`config.mk`:
```
export PLATFORM = sky130hd
export DESIGN_NAME = mcpu_control_fsm
export DESIGN_NICKNAME = d
export VERILOG_FILES = /design/src/rtl/mcpu_control_fsm_pkg.sv /design/src/rtl/mcpu_control_fsm_alu_op_decoder.sv /design/src/rtl/mcpu_control_fsm.sv
export SDC_FILE = /design/constraint.sdc
export NUM_CORES = 1
export LEC_CHECK = 0
export ABC_CLOCK_PERIOD_IN_PS = 2300
export BUFFER_PORTS_ARGS = -buffer_cell sky130_fd_sc_hd__buf_2
export CORE_UTILIZATION = 45
export DETAILED_ROUTE_END_ITERATION = 12
export GPL_TIMING_DRIVEN = 0
export PLACE_DENSITY_LB_ADDON = 0.15
export SETUP_SLACK_MARGIN = 0.4
export SLEW_MARGIN = 20
export SYNTH_ARGS = -nofsm -noshare
export SYNTH_HDL_FRONTEND = slang
export SYNTH_SLANG_ARGS = --single-unit
```
`constraint.sdc`:
```
create_clock -name clk -period 2.3 [get_ports clk]
set_clock_uncertainty 0.1 [all_clocks]
set_input_delay 0.23 -clock clk [delete_from_list [all_inputs] [get_ports clk]]
set_output_delay 0.23 -clock clk [all_outputs]
set_load 0.01 [all_outputs]
```
`src/rtl/mcpu_control_fsm_pkg.sv`:
```
// Shared definitions for the multi-cycle CPU control FSM: opcode/funct codes,
// ALU operation codes, datapath mux select encodings and state codes.
package mcpu_control_fsm_pkg;

    localparam logic [5:0] OP_RTYPE = 6'h00;
    localparam logic [5:0] OP_J     = 6'h02;
    localparam logic [5:0] OP_JAL   = 6'h03;
    localparam logic [5:0] OP_BEQ   = 6'h04;
    localparam logic [5:0] OP_BNE   = 6'h05;
    localparam logic [5:0] OP_ADDI  = 6'h08;
    localparam logic [5:0] OP_XORI  = 6'h0E;
    localparam logic [5:0] OP_LW    = 6'h23;
    localparam logic [5:0] OP_SW    = 6'h2B;

    localparam logic [5:0] FN_JR  = 6'h08;
    localparam logic [5:0] FN_ADD = 6'h20;
    localparam logic [5:0] FN_SUB = 6'h22;
    localparam logic [5:0] FN_SLT = 6'h2A;

    localparam logic [2:0] ALU_ADD = 3'd0;
    localparam logic [2:0] ALU_SUB = 3'd1;
    localparam logic [2:0] ALU_XOR = 3'd2;
    localparam logic [2:0] ALU_SLT = 3'd3;

    localparam logic MEMIN_PC  = 1'b0;
    localparam logic MEMIN_ALU = 1'b1;
    localparam logic REGIN_MDR = 1'b0;
    localparam logic REGIN_ALU = 1'b1;

    localparam logic [1:0] DST_RD  = 2'd0;
    localparam logic [1:0] DST_RT  = 2'd1;
    localparam logic [1:0] DST_JAL = 2'd2;

    localparam logic [1:0] ASA_PC   = 2'd0;
    localparam logic [1:0] ASA_A    = 2'd1;
    localparam logic [1:0] ASA_BEN  = 2'd2;
    localparam logic [1:0] ASA_ZERO = 2'd3;

    localparam logic [1:0] ASB_IMM_SL2 = 2'd0;
    localparam logic [1:0] ASB_SEXT    = 2'd1;
    localparam logic [1:0] ASB_B       = 2'd2;
    localparam logic [1:0] ASB_FOUR    = 2'd3;

    localparam logic [1:0] PCSRC_BEN  = 2'd0;
    localparam logic [1:0] PCSRC_JUMP = 2'd1;
    localparam logic [1:0] PCSRC_ALU  = 2'd2;
    localparam logic [1:0] PCSRC_A    = 2'd3;

    typedef enum logic [3:0] {
        S_FETCH    = 4'd0,
        S_DECODE   = 4'd1,
        S_EXEC_R   = 4'd2,
        S_EXEC_I   = 4'd3,
        S_WB_ALU   = 4'd4,
        S_MEM_ADDR = 4'd5,
        S_MEM_RD   = 4'd6,
        S_MEM_WB   = 4'd7,
        S_MEM_WR   = 4'd8,
        S_BRANCH   = 4'd9,
        S_JUMP     = 4'd10,
        S_JR       = 4'd11,
        S_JAL      = 4'd12,
        S_HALT     = 4'd13
    } state_t;

    // True when the opcode/funct pair is an instruction this controller executes.
    function automatic logic is_legal(input logic [5:0] opcode, input logic [5:0] funct);
        logic ok;
        ok = 1'b0;
        case (opcode)
            OP_RTYPE: ok = (funct == FN_ADD) || (funct == FN_SUB) ||
                           (funct == FN_SLT) || (funct == FN_JR);
            OP_J, OP_JAL, OP_BEQ, OP_BNE,
            OP_ADDI, OP_XORI, OP_LW, OP_SW: ok = 1'b1;
            default: ok = 1'b0;
        endcase
        return ok;
    endfunction

endpackage

```
`src/rtl/mcpu_control_fsm_alu_op_decoder.sv`:
```
// ALU operation select for the control FSM, decoded combinationally from the
// current state and the instruction fields held in IR.
module alu_op_decoder
    import mcpu_control_fsm_pkg::*;
(
    input  state_t     state,
    input  logic [5:0] opcode,
    input  logic [5:0] funct,
    output logic [2:0] alu_op
);

    // Per-state ALU op; R-type and immediate ops consult the instruction fields.
    always_comb begin
        alu_op = ALU_ADD;
        case (state)
            S_EXEC_R: begin
                case (funct)
                    FN_SUB:  alu_op = ALU_SUB;
                    FN_SLT:  alu_op = ALU_SLT;
                    default: alu_op = ALU_ADD;
                endcase
            end
            S_EXEC_I: alu_op = (opcode == OP_XORI) ? ALU_XOR : ALU_ADD;
            S_BRANCH: alu_op = ALU_SUB;
            default:  alu_op = ALU_ADD;
        endcase
    end

endmodule

```
`src/rtl/mcpu_control_fsm.sv`:
```
// Moore control FSM of the multi-cycle CPU; drives all datapath enables and
// mux selects. Optional macro ILLEGAL_TRAP_EN: unknown decodes enter a sticky
// HALT state with illegal=1 instead of retiring as a NOP.
//
// state    | meaning
// ---------+--------------------------------------------------------------
// FETCH    | read IR from mem[PC], PC <= PC+4 (PC+4 also kept in alu_reg)
// DECODE   | load A/B, branch target into BEN, dispatch on opcode/funct
// EXEC_R   | R-type ALU op A,B
// EXEC_I   | immediate ALU op A,sext(imm)
// WB_ALU   | write alu_reg to rd (R) or rt (I)
// MEM_ADDR | effective address A+sext(imm)
// MEM_RD   | load read from mem[alu_reg]
// MEM_WB   | write MDR to rt
// MEM_WR   | store to mem[alu_reg]
// BRANCH   | compare A-B, take BEN on (BEQ & zero) | (BNE & ~zero)
// JUMP     | PC <= jump concat
// JR       | PC <= A
// JAL      | write PC+4 to JAL_REG, PC <= jump concat
// HALT     | trapped illegal instruction, everything idle until reset
module mcpu_control_fsm
    import mcpu_control_fsm_pkg::*;
#(
    parameter int STATE_W = 4,
    parameter int JAL_REG = 31
) (
    input  logic       clk,
    input  logic       reset,
    input  logic [5:0] opcode,
    input  logic [5:0] funct,
    input  logic       zero,
    output logic       pc_we,
    output logic       ir_we,
    output logic       a_we,
    output logic       b_we,
    output logic       ben,
    output logic       mem_we,
    output logic       reg_we,
    output logic       memin,
    output logic       regin,
    output logic [1:0] dst,
    output logic [1:0] alusrca,
    output logic [1:0] alusrcb,
    output logic [1:0] pcsrc,
    output logic [2:0] alu_op,
    output logic       instr_done,
    output logic       illegal
);

    if (STATE_W != $bits(state_t)) begin : g_bad_state_w
        $error("STATE_W must equal the encoded state width");
    end
    if (JAL_REG > 31) begin : g_bad_jal_reg
        $error("JAL_REG must index one of 32 registers");
    end

    state_t     state;
    state_t     state_nxt;
    logic [1:0] dst_lat;
    logic [2:0] dec_alu_op;

    alu_op_decoder u_alu_op_decoder (
        .state  (state),
        .opcode (opcode),
        .funct  (funct),
        .alu_op (dec_alu_op)
    );

    // State register with synchronous active-low reset back to FETCH.
    always_ff @(posedge clk) begin
        if (!reset) begin
            state <= S_FETCH;
        end else begin
            state <= state_nxt;
        end
    end

    // Write-back destination chosen in the execute state, used by WB_ALU.
    always_ff @(posedge clk) begin
        if (!reset) begin
            dst_lat <= DST_RD;
        end else if (state == S_EXEC_R) begin
            dst_lat <= DST_RD;
        end else if (state == S_EXEC_I) begin
            dst_lat <= DST_RT;
        end
    end

    // Next-state and Moore outputs; everything forced idle while reset is low.
    always_comb begin
        state_nxt  = state;
        pc_we      = 1'b0;
        ir_we      = 1'b0;
        a_we       = 1'b0;
        b_we       = 1'b0;
        ben        = 1'b0;
        mem_we     = 1'b0;
        reg_we     = 1'b0;
        memin      = MEMIN_PC;
        regin      = REGIN_MDR;
        dst        = DST_RD;
        alusrca    = ASA_PC;
        alusrcb    = ASB_IMM_SL2;
        pcsrc      = PCSRC_BEN;
        instr_done = 1'b0;

        case (state)
            S_FETCH: begin
                memin     = MEMIN_PC;
                ir_we     = 1'b1;
                alusrca   = ASA_PC;
                alusrcb   = ASB_FOUR;
                pcsrc     = PCSRC_ALU;
                pc_we     = 1'b1;
                state_nxt = S_DECODE;
            end
            S_DECODE: begin
                a_we    = 1'b1;
                b_we    = 1'b1;
                ben     = 1'b1;
                alusrca = ASA_PC;
                alusrcb = ASB_IMM_SL2;
                if (!is_legal(opcode, funct)) begin
`ifdef ILLEGAL_TRAP_EN
                    state_nxt = S_HALT;
`else
                    instr_done = 1'b1;
                    state_nxt  = S_FETCH;
`endif
                end else begin
                    case (opcode)
                        OP_RTYPE:        state_nxt = (funct == FN_JR) ? S_JR : S_EXEC_R;
                        OP_LW, OP_SW:    state_nxt = S_MEM_ADDR;
                        OP_ADDI, OP_XORI: state_nxt = S_EXEC_I;
                        OP_BEQ, OP_BNE:  state_nxt = S_BRANCH;
                        OP_J:            state_nxt = S_JUMP;
                        OP_JAL:          state_nxt = S_JAL;
                        default:         state_nxt = S_FETCH;
                    endcase
                end
            end
            S_EXEC_R: begin
                alusrca   = ASA_A;
                alusrcb   = ASB_B;
                state_nxt = S_WB_ALU;
            end
            S_EXEC_I: begin
                alusrca   = ASA_A;
                alusrcb   = ASB_SEXT;
                state_nxt = S_WB_ALU;
            end
            S_WB_ALU: begin
                reg_we     = 1'b1;
                regin      = REGIN_ALU;
                dst        = dst_lat;
                instr_done = 1'b1;
                state_nxt  = S_FETCH;
            end
            S_MEM_ADDR: begin
                alusrca   = ASA_A;
                alusrcb   = ASB_SEXT;
                state_nxt = (opcode == OP_LW) ? S_MEM_RD : S_MEM_WR;
            end
            S_MEM_RD: begin
                memin     = MEMIN_ALU;
                state_nxt = S_MEM_WB;
            end
            S_MEM_WB: begin
                reg_we     = 1'b1;
                regin      = REGIN_MDR;
                dst        = DST_RT;
                instr_done = 1'b1;
                state_nxt  = S_FETCH;
            end
            S_MEM_WR: begin
                memin      = MEMIN_ALU;
                mem_we     = 1'b1;
                instr_done = 1'b1;
                state_nxt  = S_FETCH;
            end
            S_BRANCH: begin
                alusrca    = ASA_A;
                alusrcb    = ASB_B;
                pcsrc      = PCSRC_BEN;
                pc_we      = (opcode == OP_BEQ) ? zero : ~zero;
                instr_done = 1'b1;
                state_nxt  = S_FETCH;
            end
            S_JUMP: begin
                pcsrc      = PCSRC_JUMP;
                pc_we      = 1'b1;
                instr_done = 1'b1;
                state_nxt  = S_FETCH;
            end
            S_JR: begin
                pcsrc      = PCSRC_A;
                pc_we      = 1'b1;
                instr_done = 1'b1;
                state_nxt  = S_FETCH;
            end
            S_JAL: begin
                // alu_reg still holds PC+4 from FETCH; the ALU inputs are parked.
                alusrca    = ASA_PC;
                alusrcb    = ASB_FOUR;
                regin      = REGIN_ALU;
                dst        = DST_JAL;
                reg_we     = 1'b1;
                pcsrc      = PCSRC_JUMP;
                pc_we      = 1'b1;
                instr_done = 1'b1;
                state_nxt  = S_FETCH;
            end
            S_HALT: begin
`ifdef ILLEGAL_TRAP_EN
                state_nxt = S_HALT;
`else
                state_nxt = S_FETCH;
`endif
            end
            default: state_nxt = S_FETCH;
        endcase

        if (!reset) begin
            pc_we      = 1'b0;
            ir_we      = 1'b0;
            a_we       = 1'b0;
            b_we       = 1'b0;
            ben        = 1'b0;
            mem_we     = 1'b0;
            reg_we     = 1'b0;
            memin      = MEMIN_PC;
            regin      = REGIN_MDR;
            dst        = DST_RD;
            alusrca    = ASA_PC;
            alusrcb    = ASB_IMM_SL2;
            pcsrc      = PCSRC_BEN;
            instr_done = 1'b0;
        end
    end

    assign alu_op = reset ? dec_alu_op : ALU_ADD;

    // Illegal flag is the HALT state itself, so it is sticky until reset.
`ifdef ILLEGAL_TRAP_EN
    assign illegal = reset && (state == S_HALT);
`else
    assign illegal = 1'b0;
`endif

endmodule
```
==> run summary <==
The number of hold violations in the final report is 0. Across the run, the number of max-cap violations was 0. The analysis attributes to cell leakage a power of 0.533 nW. At the end of routability-driven placement, the weighted congestion stood at 0.871. The tools report the critical path startpoint category as a flip-flop.

For the worst reg-to-reg setup slack, the log shows 0.84 ns. The worst setup path is captured at an output port. The final layout contains 193 nets. Clock-pin slew was measured on the worst setup and hold paths at 0.04 ns. Registers are responsible for 28.8% of the overall power. The classification of the worst-slack hold path was input pin to flip-flop. Setup repair after global routing could not meet its margin everywhere. The vertical die dimension is 45.3 um, and the fraction of layout cells with a size suffix above 1 is 32.8%. The flip-flop and latch count after synthesis came out at 5. TritonCTS built the clock tree.

The kind of cell with the highest combined delay along the critical path is simple AND/OR/NAND/NOR gates. The logs give 0 for the final number of setup-violating endpoints and 3670 um for the first-pass GRT wire length. Depth of the CTS H-tree: 1. The combinational power share is 40.1%, and the count of cells along the worst hold path is 3.

The pre-antenna-repair detailed-routing pass consisted of 4 iterations. Leaving out fill and tap cells, the most frequent cells in the layout are sky130_fd_sc_hd__buf_2 (33), sky130_fd_sc_hd__nand2_1 (16), sky130_fd_sc_hd__nor2_1 (15), sky130_fd_sc_hd__a21oi_1 (15), sky130_fd_sc_hd__nor3_1 (8). The wire-length estimate of the detail-placed layout is 1730 um. The number of clock buffers added by TritonCTS is 3. In this run the critical register-to-register path is launched from state[0]. The full die area was 2050 um2; the sum of negative setup slack was 0 ns. For the number of global-route vias before repair, the log shows 873. Sequential elements use 11.9% of the synthesized area.

The run gives 23.6% as the all-layer global routing usage. The total area of sequential cells is 100 um2, and the share of the synthesized area in the top cell type is 11.9%. The remaining global-route overflow was 0; the insertion delay to the later sink of the worst-skew pair was 0.23 ns.

For this design the total switching power over the nets is 0.000103 W. After detailed routing, the number of vias per cell comes to 5.37. For this design, the sink count on the clock tree is 5. Of the total power, the share spent switching nets is 33.3%. At the worst endpoint, the required time is 1.97 ns.

The highest attainable clock frequency was 0.537 GHz. The count of buffers from port buffering was 31. The number of flops mapped to enable cells by yosys came out at 0. Count of synthesis-stage warnings from yosys: 0. For this design, the slowest cell found on the critical path is sky130_fd_sc_hd__dfxtp_1. The number of max-slew violations in the final report was 0. In the final layout, the multi-input gates occupy 664 um2.

For this run, the slowest stage of the critical path takes 0.29 ns. For this configuration, the core starts out at a cell density of 48.3%. The cell sitting at the root of the clock tree is a sky130_fd_sc_hd__clkbuf_4. The floorplan step set the die width to 45.3 um. The setup path with the least slack is of type flip-flop to output port. Dividing the detail-routed wire length by the instance count gives 11.2 um. The run gives 63.7% as the final core utilization. The worst hold path begins at reset. The number of antenna diodes in the final layout is 0. The maximum fanout count along the critical path was 9. Area overhead of the layout relative to synthesis: 31.9%. For this block, the routed nets add up to 2260 um of wire.

The number of antenna violations at the first check in global routing was 0. The top cell type by total area after synthesis was sky130_fd_sc_hd__dfxtp_1. The peak supply drop is 278 uV.

The placeable core region was 1750 um2; the synthesized instance count was 139. Dividing the synthesized area by the synthesized cell count gives 6.07 um2. The number of different library cells used by synthesis comes to 37. The worst hold path terminates at state[3].

In the routed design, unresolved DRC markers number 0. The number of cells on the worst reg-to-reg path is 5, and the minimum clock period after layout is 1.86 ns. In the synthesized netlist the dominant register cell turns out to be sky130_fd_sc_hd__dfxtp_1.

The finished layout holds 202 standard cells, fillers aside. By area the synthesized netlist is led by sky130_fd_sc_hd__dfxtp_1 (12%), sky130_fd_sc_hd__a21oi_1 (8.9%), sky130_fd_sc_hd__nand2_1 (7.1%). The flow ran to the end, and the final reports show no timing, DRC or antenna violations.

The critical path goes through clkbuf_2, nor2b_2, nand4_1, o21ai_1, nor3b_2, buf_2. The worst register-to-register path ends at state[2]. The library cell used most frequently in the layout, excluding fill and tap cells, is sky130_fd_sc_hd__buf_2. The number of buffers and inverters on the critical path is 2.

The final route contains 1085 vias. The clock network accounts for 31.1% of the total power. After detailed placement, the design holds a cell count of 197. The tools report the number of cell rows as 15. In this run the remaining antenna-violating nets after routing total 0.

The maximum number of pins on one net before global-route repair is 11, and the proportion of register bits with asynchronous set or reset after synthesis is 0%. The part of the cycle the worst path needs came out at 80.9%. The clock tree buffer depth was 2. In this run the power density over the cells is 279 nW/um2. The run gives 23 as the DRC violation total after the first TritonRoute iteration. The mapped cell area was 843 um2; the total I/O pin count was 37. The layout has 183 filler cells. The total internal power is 0.000207 W. The arrival time at the worst endpoint is 1.53 ns.
## Yosys cell counts, types with 5 or more instances
library cell,count
sky130_fd_sc_hd__nor3_1,10
sky130_fd_sc_hd__nand3_1,6
sky130_fd_sc_hd__nand2_1,16
sky130_fd_sc_hd__nor2_1,15
sky130_fd_sc_hd__o21ai_0,8
sky130_fd_sc_hd__nor2b_1,5
sky130_fd_sc_hd__nand2b_1,6
sky130_fd_sc_hd__a21oi_1,15
sky130_fd_sc_hd__inv_1,6
sky130_fd_sc_hd__dfxtp_1,5
sky130_fd_sc_hd__buf_4,5
sky130_fd_sc_hd__clkbuf_1,7
## logic make-up after synthesis
logic type / share of synthesized area [%]
mux: 1.19
other cells: 0.445
buf+inv: 12.6
compound gates: 24.8
flops: 11.9
simple gates: 43.0
xor+xnor: 6.08
## worst min-delay path, cell delays in order
cell	delay [ns]
sky130_fd_sc_hd__buf_2	0.14
sky130_fd_sc_hd__nand2b_1	0.11
sky130_fd_sc_hd__nor3_1	0.07
## layout make-up
cell class                      instances  area share, %
Tap cell                               25           2.81
Sequential cell                         5           9.00
Inverter                                6           2.02
Multi-Input combinational cell        115           59.7
Clock buffer                            4           2.36
Buffer                                 15           9.45
Timing Repair Buffer                   32           14.6
## state kept, by name (all words and copies together), names as in the netlist
name     flops
dst_lat      1
state        4
## worst max path at each step
stage               slack (ns)  cells past startpoint     start        end
floorplan                 0.64                      5  state[0]  alu_op[1]
global placement          0.35                      6  state[0]  alu_op[1]
detailed placement        0.34                      6  state[0]  alu_op[1]
CTS                       0.33                      6  state[0]  alu_op[1]
global route              0.35                      6  state[0]  alu_op[1]
finish                    0.44                      6  state[0]  alu_op[1]
## power by group through the flow
stage          Combinational (W)  Clock (W)  Sequential, W
2_1_floorplan          0.0000812          0      0.0000906
6_report                0.000124  0.0000965      0.0000895
3_5_place_dp            0.000119          0      0.0000908
3_3_place_gp            0.000118          0      0.0000908
4_1_cts                 0.000122   0.000103      0.0000893
5_1_grt                 0.000139   0.000104      0.0000894
## metal layers
metal	part of all wire, %	track usage, %	vias to the layer above	routed length [um]
met5	0	0	-	0
met4	0	6.67	0	0
met3	7.0	0	0	158
met2	46	36.8	46	1040
met1	47	35.7	485	1060
li1	-	-	554	-
## metrics by stage
step           hold WS [ns]  instance area, um2  power (W)  worst slack (ns)
4_1_cts               0.231                1080   0.000314             0.333
3_5_place_dp          0.379                1040   0.000210             0.335
2_1_floorplan         0.298                 851   0.000172             0.637
5_1_grt               0.288                1110   0.000333             0.346
3_3_place_gp          0.363                1040   0.000209             0.347
6_report              0.274                1110   0.000310             0.439
## repair_timing
item | in CTS | in global routing
endpoints found under the setup margin | 17 | 11
pin swaps | 0 | 0
resized for setup | 10 | 16
setup buffers | 0 | 1
hold buffers | 0 | 0
(Power assumes the default switching activity.)
